File: src/rtl/fetch_unit_pkg.sv
// -----------------------------------------------------------------------------
// fetch_unit_pkg
// Shared types and constants for the fetch unit and its queue.
//   XLEN / INSTR_W : address and instruction widths
//   PC_STEP        : byte increment between sequential fetches
//   NOP_INSTR      : canonical NOP encoding (filler for benches)
//   fetch_entry_t  : one queued {pc, instr} pair
//   fetch_state_e  : RUN / HALT fetch state
// -----------------------------------------------------------------------------
package fetch_unit_pkg;

  localparam int XLEN    = 32;
  localparam int INSTR_W = 32;

  localparam logic [XLEN-1:0]    PC_STEP   = 32'd4;
  localparam logic [INSTR_W-1:0] NOP_INSTR = 32'h0000_0013;

  typedef struct packed {
    logic [XLEN-1:0]    pc;
    logic [INSTR_W-1:0] instr;
  } fetch_entry_t;

  typedef enum logic {
    ST_RUN  = 1'b0,
    ST_HALT = 1'b1
  } fetch_state_e;

endpackage

File: src/rtl/fetch_queue.sv
// -----------------------------------------------------------------------------
// fetch_queue
// Circular buffer of fetch entries with push/pop/flush.
//   clk, reset  : clock, synchronous active-high reset
//   flush       : drop all entries (wins over push/pop)
//   push        : write push_entry at the tail
//   pop         : advance the head
//   push_entry  : entry to store
//   head_entry  : entry at the head (meaningful only while count != 0)
//   count       : number of valid entries, 0..DEPTH
// DEPTH must be a power of two >= 2 so the pointers wrap naturally.
// -----------------------------------------------------------------------------
module fetch_queue
  import fetch_unit_pkg::*;
#(
  parameter int DEPTH = 2
) (
  input  logic                     clk,
  input  logic                     reset,
  input  logic                     flush,
  input  logic                     push,
  input  logic                     pop,
  input  fetch_entry_t             push_entry,
  output fetch_entry_t             head_entry,
  output logic [$clog2(DEPTH):0]   count
);

  localparam int PTR_W = $clog2(DEPTH);
  localparam int CNT_W = PTR_W + 1;

  fetch_entry_t     storage_q [DEPTH];
  logic [PTR_W-1:0] wr_ptr_q, wr_ptr_d;
  logic [PTR_W-1:0] rd_ptr_q, rd_ptr_d;
  logic [CNT_W-1:0] count_q, count_d;

  always_comb begin
    // NOTE: every signal gets a default first so no path leaves it unassigned,
    // which is what keeps this block from inferring latches.
    wr_ptr_d = wr_ptr_q;
    rd_ptr_d = rd_ptr_q;
    count_d  = count_q;
    if (flush) begin
      wr_ptr_d = '0;
      rd_ptr_d = '0;
      count_d  = '0;
    end else begin
      if (push) wr_ptr_d = wr_ptr_q + PTR_W'(1);
      if (pop)  rd_ptr_d = rd_ptr_q + PTR_W'(1);
      if (push && !pop)      count_d = count_q + CNT_W'(1);
      else if (pop && !push) count_d = count_q - CNT_W'(1);
    end
  end

  always_ff @(posedge clk) begin
    // NOTE: sequential state uses non-blocking assignments so every flop
    // samples the pre-edge values regardless of statement order.
    if (reset) begin
      wr_ptr_q <= '0;
      rd_ptr_q <= '0;
      count_q  <= '0;
    end else begin
      wr_ptr_q <= wr_ptr_d;
      rd_ptr_q <= rd_ptr_d;
      count_q  <= count_d;
    end
  end

  // NOTE: the storage array has no reset; an entry is only observable once
  // count covers it, so clearing the data would add reset fan-out for nothing.
  always_ff @(posedge clk) begin
    if (push && !flush) storage_q[wr_ptr_q] <= push_entry;
  end

  assign head_entry = storage_q[rd_ptr_q];
  assign count      = count_q;

endmodule

File: src/rtl/fetch_unit.sv
// -----------------------------------------------------------------------------
// fetch_unit
// PC generator plus fetch queue in front of a 1024-word combinational-read
// instruction memory.
//   clk, reset         : clock, synchronous active-high reset
//   io_imem_addr       : word address {2'b00, pc[31:2]} (memory uses [9:0])
//   io_imem_data       : instruction returned in the same cycle
//   io_redirect_valid  : load io_redirect_pc, flush queue
//   io_redirect_pc     : byte-address redirect target
//   io_out_valid/ready : handshake toward decode
//   io_out_pc/instr    : head entry, from registered queue storage only
//   io_misaligned      : (FETCH_MISALIGN_TRAP_EN only) misaligned redirect seen
// Optional build macro: FETCH_MISALIGN_TRAP_EN. When undefined, the low two
// bits of a redirect target are forced to zero and the unit never halts.
// -----------------------------------------------------------------------------
module fetch_unit
  import fetch_unit_pkg::*;
#(
  parameter logic [31:0] RESET_PC    = 32'h0000_0000,
  parameter int          QUEUE_DEPTH = 2
) (
  input  logic        clk,
  input  logic        reset,
  output logic [31:0] io_imem_addr,
  input  logic [31:0] io_imem_data,
  input  logic        io_redirect_valid,
  input  logic [31:0] io_redirect_pc,
  output logic        io_out_valid,
  input  logic        io_out_ready,
  output logic [31:0] io_out_pc,
  output logic [31:0] io_out_instr
`ifdef FETCH_MISALIGN_TRAP_EN
  ,
  output logic        io_misaligned
`endif
);

  localparam int CNT_W = $clog2(QUEUE_DEPTH) + 1;

  logic [XLEN-1:0] pc_q, pc_d;
  fetch_state_e    state_q, state_d;
`ifdef FETCH_MISALIGN_TRAP_EN
  logic            misaligned_q, misaligned_d;
`endif

  logic             push, pop, q_full, q_show;
  logic [CNT_W-1:0] q_count;
  fetch_entry_t     push_entry, head_entry;

  assign io_imem_addr = {2'b00, pc_q[31:2]};

  assign q_full = (q_count == CNT_W'(QUEUE_DEPTH));
  // Outputs are forced to zero while reset is high; afterwards the reset
  // queue is empty, which keeps them zero for the following cycle too.
  assign q_show = (q_count != '0) && !reset;

  // A redirect cycle never presents a valid head, so decode cannot accept
  // an entry that is being flushed.
  assign io_out_valid = q_show && !io_redirect_valid;
  assign io_out_pc    = q_show ? head_entry.pc    : '0;
  assign io_out_instr = q_show ? head_entry.instr : '0;

  assign pop  = io_out_valid && io_out_ready;
  assign push = !io_redirect_valid && (!q_full || pop) && (state_q == ST_RUN);

  assign push_entry = '{pc: pc_q, instr: io_imem_data};

  always_comb begin
    pc_d    = pc_q;
    state_d = state_q;
`ifdef FETCH_MISALIGN_TRAP_EN
    misaligned_d = misaligned_q;
`endif
    if (io_redirect_valid) begin
`ifdef FETCH_MISALIGN_TRAP_EN
      if (io_redirect_pc[1:0] != 2'b00) begin
        pc_d         = io_redirect_pc;
        state_d      = ST_HALT;
        misaligned_d = 1'b1;
      end else begin
        pc_d         = io_redirect_pc;
        state_d      = ST_RUN;
        misaligned_d = 1'b0;
      end
`else
      pc_d    = io_redirect_pc & ~32'h3;
      state_d = ST_RUN;
`endif
    end else if (push) begin
      pc_d = pc_q + PC_STEP;  // wraps modulo 2^32
    end
  end

  always_ff @(posedge clk) begin
    if (reset) begin
      pc_q    <= RESET_PC;
      state_q <= ST_RUN;
`ifdef FETCH_MISALIGN_TRAP_EN
      misaligned_q <= 1'b0;
`endif
    end else begin
      pc_q    <= pc_d;
      state_q <= state_d;
`ifdef FETCH_MISALIGN_TRAP_EN
      misaligned_q <= misaligned_d;
`endif
    end
  end

`ifdef FETCH_MISALIGN_TRAP_EN
  assign io_misaligned = misaligned_q;
`endif

  fetch_queue #(
    .DEPTH (QUEUE_DEPTH)
  ) u_queue (
    .clk        (clk),
    .reset      (reset),
    .flush      (io_redirect_valid),
    .push       (push),
    .pop        (pop),
    .push_entry (push_entry),
    .head_entry (head_entry),
    .count      (q_count)
  );

endmodule

File: config.mk
export PLATFORM = sky130hd
export DESIGN_NAME = fetch_unit
export DESIGN_NICKNAME = d
export VERILOG_FILES = /design/src/rtl/fetch_unit_pkg.sv /design/src/rtl/fetch_queue.sv /design/src/rtl/fetch_unit.sv
export SDC_FILE = /design/constraint.sdc
export NUM_CORES = 1
export LEC_CHECK = 0
export ABC_AREA = 1
export BUFFER_PORTS_ARGS = -buffer_cell sky130_fd_sc_hd__buf_2
export CAP_MARGIN = 10
export CORE_AREA = 2 2 133 187
export CTS_CLUSTER_SIZE = 25
export DETAILED_ROUTE_END_ITERATION = 8
export DIE_AREA = 0 0 135 189
export SLEW_MARGIN = 20
export SYNTH_ARGS = -nofsm -noshare
export SYNTH_HDL_FRONTEND = slang
export SYNTH_SLANG_ARGS = --single-unit
File: constraint.sdc
create_clock -name clk -period 11.1 [get_ports clk]
set_input_delay 2.22 -clock clk [delete_from_list [all_inputs] [get_ports clk]]
set_output_delay 2.22 -clock clk [all_outputs]
set_load 0.01 [all_outputs]
Word-level counts from Yosys, hierarchy flattened

Memories as Yosys holds them, arrays and structs flattened. A register that Yosys moved wholly into a read port is not among the register bits.
Index checks and enable logic that the tools add are counted.

Equality and inequality tests: 1
Multiplexer cells: 10
Reductions and logical operators: 17
Add/subtract/negate cells: 5

Operators by type and width:

| operator                | count |
|---|---|
| $mux W32                | 4 |
| $add A32 B3 Y32 const B | 1 |
| $logic_and A1 B1 Y1     | 7 |
| $reduce_bool A2 Y1      | 3 |
| $logic_not A1 Y1        | 5 |
| $mux W1                 | 4 |
| $mux W2                 | 2 |
| $add A1 B1 Y1 const B   | 2 |
| $add A2 B1 Y2 const B   | 1 |
| $eq A2 B2 Y1 const B    | 1 |
| $reduce_or A2 Y1        | 1 |
| $sub A2 B1 Y2 const B   | 1 |
| $logic_or A1 B1 Y1      | 1 |

Logic and storage cells: 39
Input bits: 68
RAM bits: 128
Memories kept: 1
Register bits: 36
Output and inout port bits: 97

Memory list:

| memory            | depth | bits a word | rd ports | clocked after memory_dff | wr ports | RTL line          | RTL |
|---|---|---|---|---|---|---|---|
| u_queue.storage_q | 2     | 64          | 1        | 1                        | 1        | fetch_queue.sv:31 | `fetch_entry_t storage_q [DEPTH];` |

Depth between registers and ports, before layout

Gate-level depths: netlist (run 1).

Word-level depth: 10
Depth in mapped cells: 13
Mapped depth without buffers: 12

Hierarchy

From an unflattened synthesis (run 1), not the netlist that was laid out.

Cell total of the unflattened synthesis: 742
Area, all modules: 7891.3 um^2

By module, submodules not included:

| module      | seq. area each (um^2) | cells each | area each (um^2) | instances |
|---|---|---|---|---|
| fetch_queue | 3943.8                | 231        | 5151.2           | 1 |
| fetch_unit  | 600.6                 | 511        | 2740.1           | 1 |

Worst setup path after synthesis (run 1)

No wires, ideal clock.

Path type: input to register
From: in reset
To: mem u_queue.storage_q[1][0] in the netlist's numbering (enable)
Path slack: 5.130 ns
Buffers on the path: 1
Required time: 10.618 ns
Arrival time: 5.488 ns
Stages: 8
Setup time: 0.482 ns
Cells stage by stage: buf_6 > inv_6 > nand2_4 > a21oi_4 > nand2_4 > nand2_1 > nand2_2 > nor2_1

Word-level cells in the longest chain between the ends: 9

RTL lines:

| element                       | RTL line          | RTL |
|---|---|---|
| from (decl)                   | fetch_unit.sv:23  | `input logic reset,` |
| $logic_not A1 Y1              | fetch_unit.sv:55  | `assign q_show = (q_count != '0) && !reset;` |
| $logic_and A1 B1 Y1           | fetch_unit.sv:55  |  |
| $logic_and A1 B1 Y1           | fetch_unit.sv:59  | `assign io_out_valid = q_show && !io_redirect_valid;` |
| net io_out_valid              | fetch_unit.sv:28  | `output logic io_out_valid,` |
| $logic_and A1 B1 Y1           | fetch_unit.sv:63  | `assign pop = io_out_valid && io_out_ready;` |
| $logic_or A1 B1 Y1            | fetch_unit.sv:64  | `assign push = !io_redirect_valid && (!q_full \|\| pop) && (state_q == ST_RUN);` |
| $logic_and A1 B1 Y1           | fetch_unit.sv:64  |  |
| $logic_and A1 B1 Y1           | fetch_queue.sv:71 | `if (push && !flush) storage_q[wr_ptr_q] <= push_entry;` |
| $mux W1                       | fetch_queue.sv:71 |  |
| $mux W1 (implied by the code) | fetch_queue.sv:71 |  |
| to (decl)                     | fetch_queue.sv:31 |  |

The timed path passes the listed nets, and every way through them passes these cells.

Worst setup path after layout (run 1)

From: in reset
To: out io_out_pc[16]

Word-level cells in the longest chain between the ends: 3

RTL lines:

| element             | RTL line         | RTL |
|---|---|---|
| $logic_not A1 Y1    | fetch_unit.sv:55 |  |
| $logic_and A1 B1 Y1 | fetch_unit.sv:55 |  |
| $mux W32            | fetch_unit.sv:60 | `assign io_out_pc = q_show ? head_entry.pc : '0;` |
| to (decl)           | fetch_unit.sv:30 | `output logic [31:0] io_out_pc,` |

Every way passes these cells.

==> results of run 1 <==
-- power breakdown --
part / switching (mW) / internal (mW) / leakage, nW
logic: 0.0739 / 0.0518 / 2.28
clock network: 0.225 / 0.353 / 0.296
registers: 0.0244 / 0.679 / 1.47
-- per-stage QoR --
| stage | hold WS, ps | instance area (um2) | cells | power (mW) | setup WS, ps |
|---|---|---|---|---|---|
| floorplan | 443 | 7560 | 742 | 0.790 | 5130 |
| global placement | 453 | 8590 | 1182 | 0.841 | 5080 |
| detailed placement | 458 | 8590 | 1182 | 0.845 | 5090 |
| CTS | 468 | 9190 | 1214 | 1.43 | 5080 |
| global route | 510 | 9190 | 1214 | 1.47 | 4960 |
| finish | 472 | 9190 | 1214 | 1.41 | 5130 |
-- cells in the mapped netlist (2+ instances only) --
master	number
buf_1	4
ha_1	2
clkinv_1	10
buf_2	5
o21ai_1	5
o21bai_1	3
nand2_2	2
xnor2_1	2
xor2_1	5
nor2_1	36
and2_1	4
o21ai_0	19
nand4_1	2
buf_6	5
buf_4	5
nor2_4	2
inv_1	101
edfxtp_1	124
nor2_2	4
mux2_2	62
a21oi_1	22
o21ai_2	10
nand3_1	36
clkbuf_1	11
nand2_4	2
nand2_1	188
or2_2	7
a31oi_1	4
dfxtp_1	35
a21oi_2	11
-- layout make-up --
cell class | count | area [um2] | area share (%)
clock buffers | 29 | 578 | 6.29
clock inverters | 3 | 18.8 | 0.204
inverters | 115 | 440 | 4.79
multi-input cells | 437 | 2520 | 27.4
flip-flops and latches | 159 | 4430 | 48.2
well taps | 310 | 388 | 4.22
repair buffers | 161 | 813 | 8.85
-- registers in the layout (all words and copies together) (netlist names), named ones only --
name,cells
pc_q,30
u_queue.count,2
u_queue.rd_ptr_q,1
u_queue.storage_q,124
u_queue.wr_ptr_q,1
-- logic make-up (layout without fill, tap and decap cells) --
family | Yosys count | in the layout | synth area share [%]
and+or+nand+nor | 285 | 285 | 16.0
muxes | 62 | 62 | 9.25
xor gates and xnor gates | 7 | 7 | 0.812
AOI/OAI and AO/OA | 77 | 77 | 6.53
other | 1 | 4 | 0.0497
DFF | 159 | 159 | 58.6
adders and majority gates | 2 | 2 | 0.331
buffers and inverters | 146 | 308 | 8.42
-- worst min-delay path: stages, from the launching register on --
cell     delay, ps
dfxtp_1        310
nand2_1         60
a21oi_1         60
-- worst max path at each step --
stage / slack, ps / depth (start not counted) / end / from
2_1_floorplan: 5130 / 8 / u_queue.storage_q[1][0] / reset
3_3_place_gp: 5080 / 6 / io_out_pc[21] / reset
3_5_place_dp: 5090 / 6 / io_out_pc[20] / reset
4_1_cts: 5080 / 6 / io_out_pc[20] / reset
5_1_grt: 4960 / 6 / io_out_pc[27] / reset
6_report: 5130 / 6 / io_out_pc[16] / reset
-- layer usage --
| layer | wire length, um | vias up |
|---|---|---|
| li1 | - | 2720 |
| met1 | 7520 | 2608 |
| met2 | 10000 | 113 |
| met3 | 673 | 23 |
| met4 | 369 | 0 |
| met5 | 0 | - |
==> metrics, run 1 <==
core area=23800 um2; Via density=4.50; Least-Margin Pin Slew=942 ps; cts repair resizes=0; Static Leakage=4.04 nW; commonest non-fill, non-tap cell in the layout=nand2_1; Yosys warnings=0; Buffers & Inverters on Critical Path=4; Yosys top cell area share=49.3%; hold crit path type=reg -> reg; ys async rst share=0%; largest net degree at the start of global routing=63; fin crit period=5970 ps; Startpoint Class=input pin; outcome=finished, final reports clean; worst reg-to-reg path cell count=9; cell mode on critical path=buf_2; number of CTS-inserted buffers=17; maxcap violations=0; Routed Wire Length=18.6 mm; TritonCTS clock tree=built; clk buf depth=2; Final Hold Viols=0; initial antenna violation count=0; Worst EP required=8880 ps; GRT Max-Usage Layer=met2; antenna cells=0; post-synthesis sequential area ratio=58.6%; CTS clock-pin slew for the worst setup and hold paths=60 ps; share of layout cells above drive strength 1=33.1%; CP delay by family, top=buffers and inverters; Cell variety after synth=41; FF-to-FF End=u_queue.storage_q[0][53]; FF+latch count, synth=159; relative slew slack=37.2%; Main synth FF type=edfxtp_1; Worst path max stage delay=610 ps; DRC=0; detailed-route via count=5464; HP Start=u_queue.wr_ptr_q; Final setup viols=0; Final ANT Viol Nets=0; die area=25500 um2; Die H=189 um; Power per Cell Area=153 nW/um2; setup bufs post-CTS=0; Final nets=961; fin. max-slew vios=0; Cell Area, Synth=7550 um2; Peak VDD IR=0.115 mV; Filler cells=2423; most frequent cells in the layout=188 x nand2_1, 158 x buf_2, 124 x edfxtp_1; Worst R2R Start=u_queue.count[0]; First DRT Iteration DRCs=286; die width=135 um; post-DP HPWL=12.2 mm; Worst Path Max Fanout=62; # IOs=165; hold buffer count at cts=0; setup TNS=0 ps; GRT Util Overall=15.0%; overflow left after global routing=0; vias in the first global route=5466; crit share post-route=53.7%; fin util=38.6%; syn avg cell area=10.2 um2; area growth from synthesis to layout=21.7%; M1 GR Usage=16.8%; wire per inst=15.3 um; worst-path cell chain=buf_2 > a21oi_4 > buf_4 > nand2_1 > inv_1 > buf_2; WHS Path Cells=2; Post-Synthesis Cells=739; met2 Use GR=27.8%; global-route wire length before repair=29.1 mm; Highest Clock Rate=168 MHz; RSZ-0062 raised after global routing=no; WP data arrival=3750 ps; top post-synthesis cells by area=edfxtp_1 49%, nand2_1 9.3%, dfxtp_1 9.3%; slowest CP cell=buf_4; clk_lat worst skew=430 ps; CP Class=in -> out; Hold Path Sink=u_queue.wr_ptr_q; Yosys top cell by area=edfxtp_1; GRT met3 Usage=3.03%; clk sinks=159; clk root buf=clkbuf_16; Worst Skew=10.1 ps; critical path capture point type=output port; EDFF count, synth=124; num rows=67; drt first pass iters=6; r2r setup slk=8690 ps; htree depth=4; GP Congestion=0.838; Starting Density=31.7%; I/O Buffers=158
No activity file was read; power rests on OpenSTA's default activity.
==> inputs of run 2 (changes only) <==
Clock period 11.1 ns to 6.19 ns, I/O delays scaled along.
==> run 2 against run 1 <==
Die area is the same. Register-to-register slack lost 5100 ps. Critical path type unchanged. Highest routed layer unchanged. Global-route usage shrank 0.15 points. Clock power grew 73%. First-iteration DRC count grew 2.8%. Critical endpoint is now io_out_instr[3]. Setup slack lost 3000 ps. Via count is essentially flat. Combinational power grew 79%.
==> metrics, run 2 (synthesis results as in run 1) <==
post-DP HPWL=12.4 mm; area growth from synthesis to layout=21.5%; Final setup viols=0; TritonCTS clock tree=built; core area=23800 um2; RSZ-0062 raised after global routing=no; drt first pass iters=5; hold buffer count at cts=0; global-route wire length before repair=28.5 mm; setup bufs post-CTS=0; fin util=38.5%; clk sinks=159; CP Class=in -> out; share of layout cells above drive strength 1=33.5%; crit share post-route=65.2%; WP data arrival=2800 ps; wire per inst=15.3 um; Worst EP required=4950 ps; Final ANT Viol Nets=0; fin crit period=4030 ps; Largest register FFs=124; Startpoint Class=input pin; vias in the first global route=5314; cts repair resizes=0; clk_lat worst skew=430 ps; fin. max-slew vios=0; outcome=finished, final reports clean; relative slew slack=37.9%; GRT Util Overall=14.9%; WL met2=9.71 mm; CTS clock-pin slew for the worst setup and hold paths=70 ps; clk root buf=clkbuf_16; htree depth=4; number of CTS-inserted buffers=17; Static Leakage=4.04 nW; Biggest register=u_queue.storage_q; largest net degree at the start of global routing=63; Power per Cell Area=272 nW/um2; critical path capture point type=output port; Die H=189 um; Highest Clock Rate=248 MHz; overflow left after global routing=0; I/O Buffers=158; maxcap violations=0; die area=25500 um2; GP Congestion=0.849; met3 wire length=816 um; # IOs=165; DR top layer=met4; First DRT Iteration DRCs=294; Routed Wire Length=18.6 mm; clk buf depth=2; Via density=4.49; most frequent cells in the layout=188 x nand2_1, 158 x buf_2, 124 x edfxtp_1; DRC=0; Peak VDD IR=0.200 mV; Sequential cell area=4430 um2; Least-Margin Pin Slew=931 ps; die width=135 um; hold crit path type=reg -> reg; area of the multi-input gates=2520 um2; detailed-route via count=5463; Filler cells=2410; Final nets=962; Worst Skew=11.4 ps; Worst Path Max Fanout=36; M1 WL=7.52 mm; commonest non-fill, non-tap cell in the layout=nand2_1; Starting Density=31.7%; num rows=67; initial antenna violation count=2; setup TNS=0 ps; Final Hold Viols=0
-- run 2: cell count changes in the layout (fill, tap and decap cells not counted), sizes merged --
cell	previous run	this run
clkbuf	29	25
inv	104	107
diode	0	2
buf	161	162
clkinv	14	15
-- run 2: final timing paths --
| kind | from | to | slack, ps | cells after the start |
|---|---|---|---|---|
| worst min register to register | u_queue.wr_ptr_q | u_queue.wr_ptr_q | 480 | 2 |
| worst max register to register | u_queue.count[0] | u_queue.storage_q[0][10] | 3570 | 9 |
| worst min-delay path | u_queue.wr_ptr_q | u_queue.wr_ptr_q | 480 | 2 |
| worst max-delay path | reset | io_out_instr[3] | 2160 | 6 |
-- run 2: report_power, final --
group	internal [mW]	switching, mW	leakage, nW
logic	0.0933	0.133	2.29
clock network	0.590	0.414	0.292
registers	1.22	0.0436	1.47
total	1.90	0.590	4.04
-- run 2: metal layers --
metal | vias up | global-route usage, %
met4 | 0 | 7.01
met2 | 139 | 26.8
li1 | 2722 | -
met3 | 29 | 3.59
met1 | 2573 | 16.3
met5 | - | 0
-- run 2: stage by stage --
step	instance area [um2]	power [mW]	cells	setup slack, ps	hold slack [ps]
6_report	9170	2.49	1217	2160	475
5_1_grt	9170	2.60	1217	2000	496
4_1_cts	9170	2.53	1215	2050	476
3_5_place_dp	8600	1.52	1183	1900	465
3_3_place_gp	8600	1.51	1183	1900	452
2_1_floorplan	7560	1.42	742	1200	443
-- run 2: layout make-up --
class | count | area share (%)
flip-flops and latches | 159 | 48.3
multi-input cells | 437 | 27.5
repair buffers | 162 | 8.95
clock buffers | 25 | 5.72
inverters | 115 | 4.80
well taps | 310 | 4.23
clock inverters | 7 | 0.505
diodes | 2 | 0.0546
-- run 2: critical path: stages --
cell	delay [ps]
buf_2	330
a21oi_4	430
buf_4	450
nand2_1	110
inv_1	80
buf_2	120
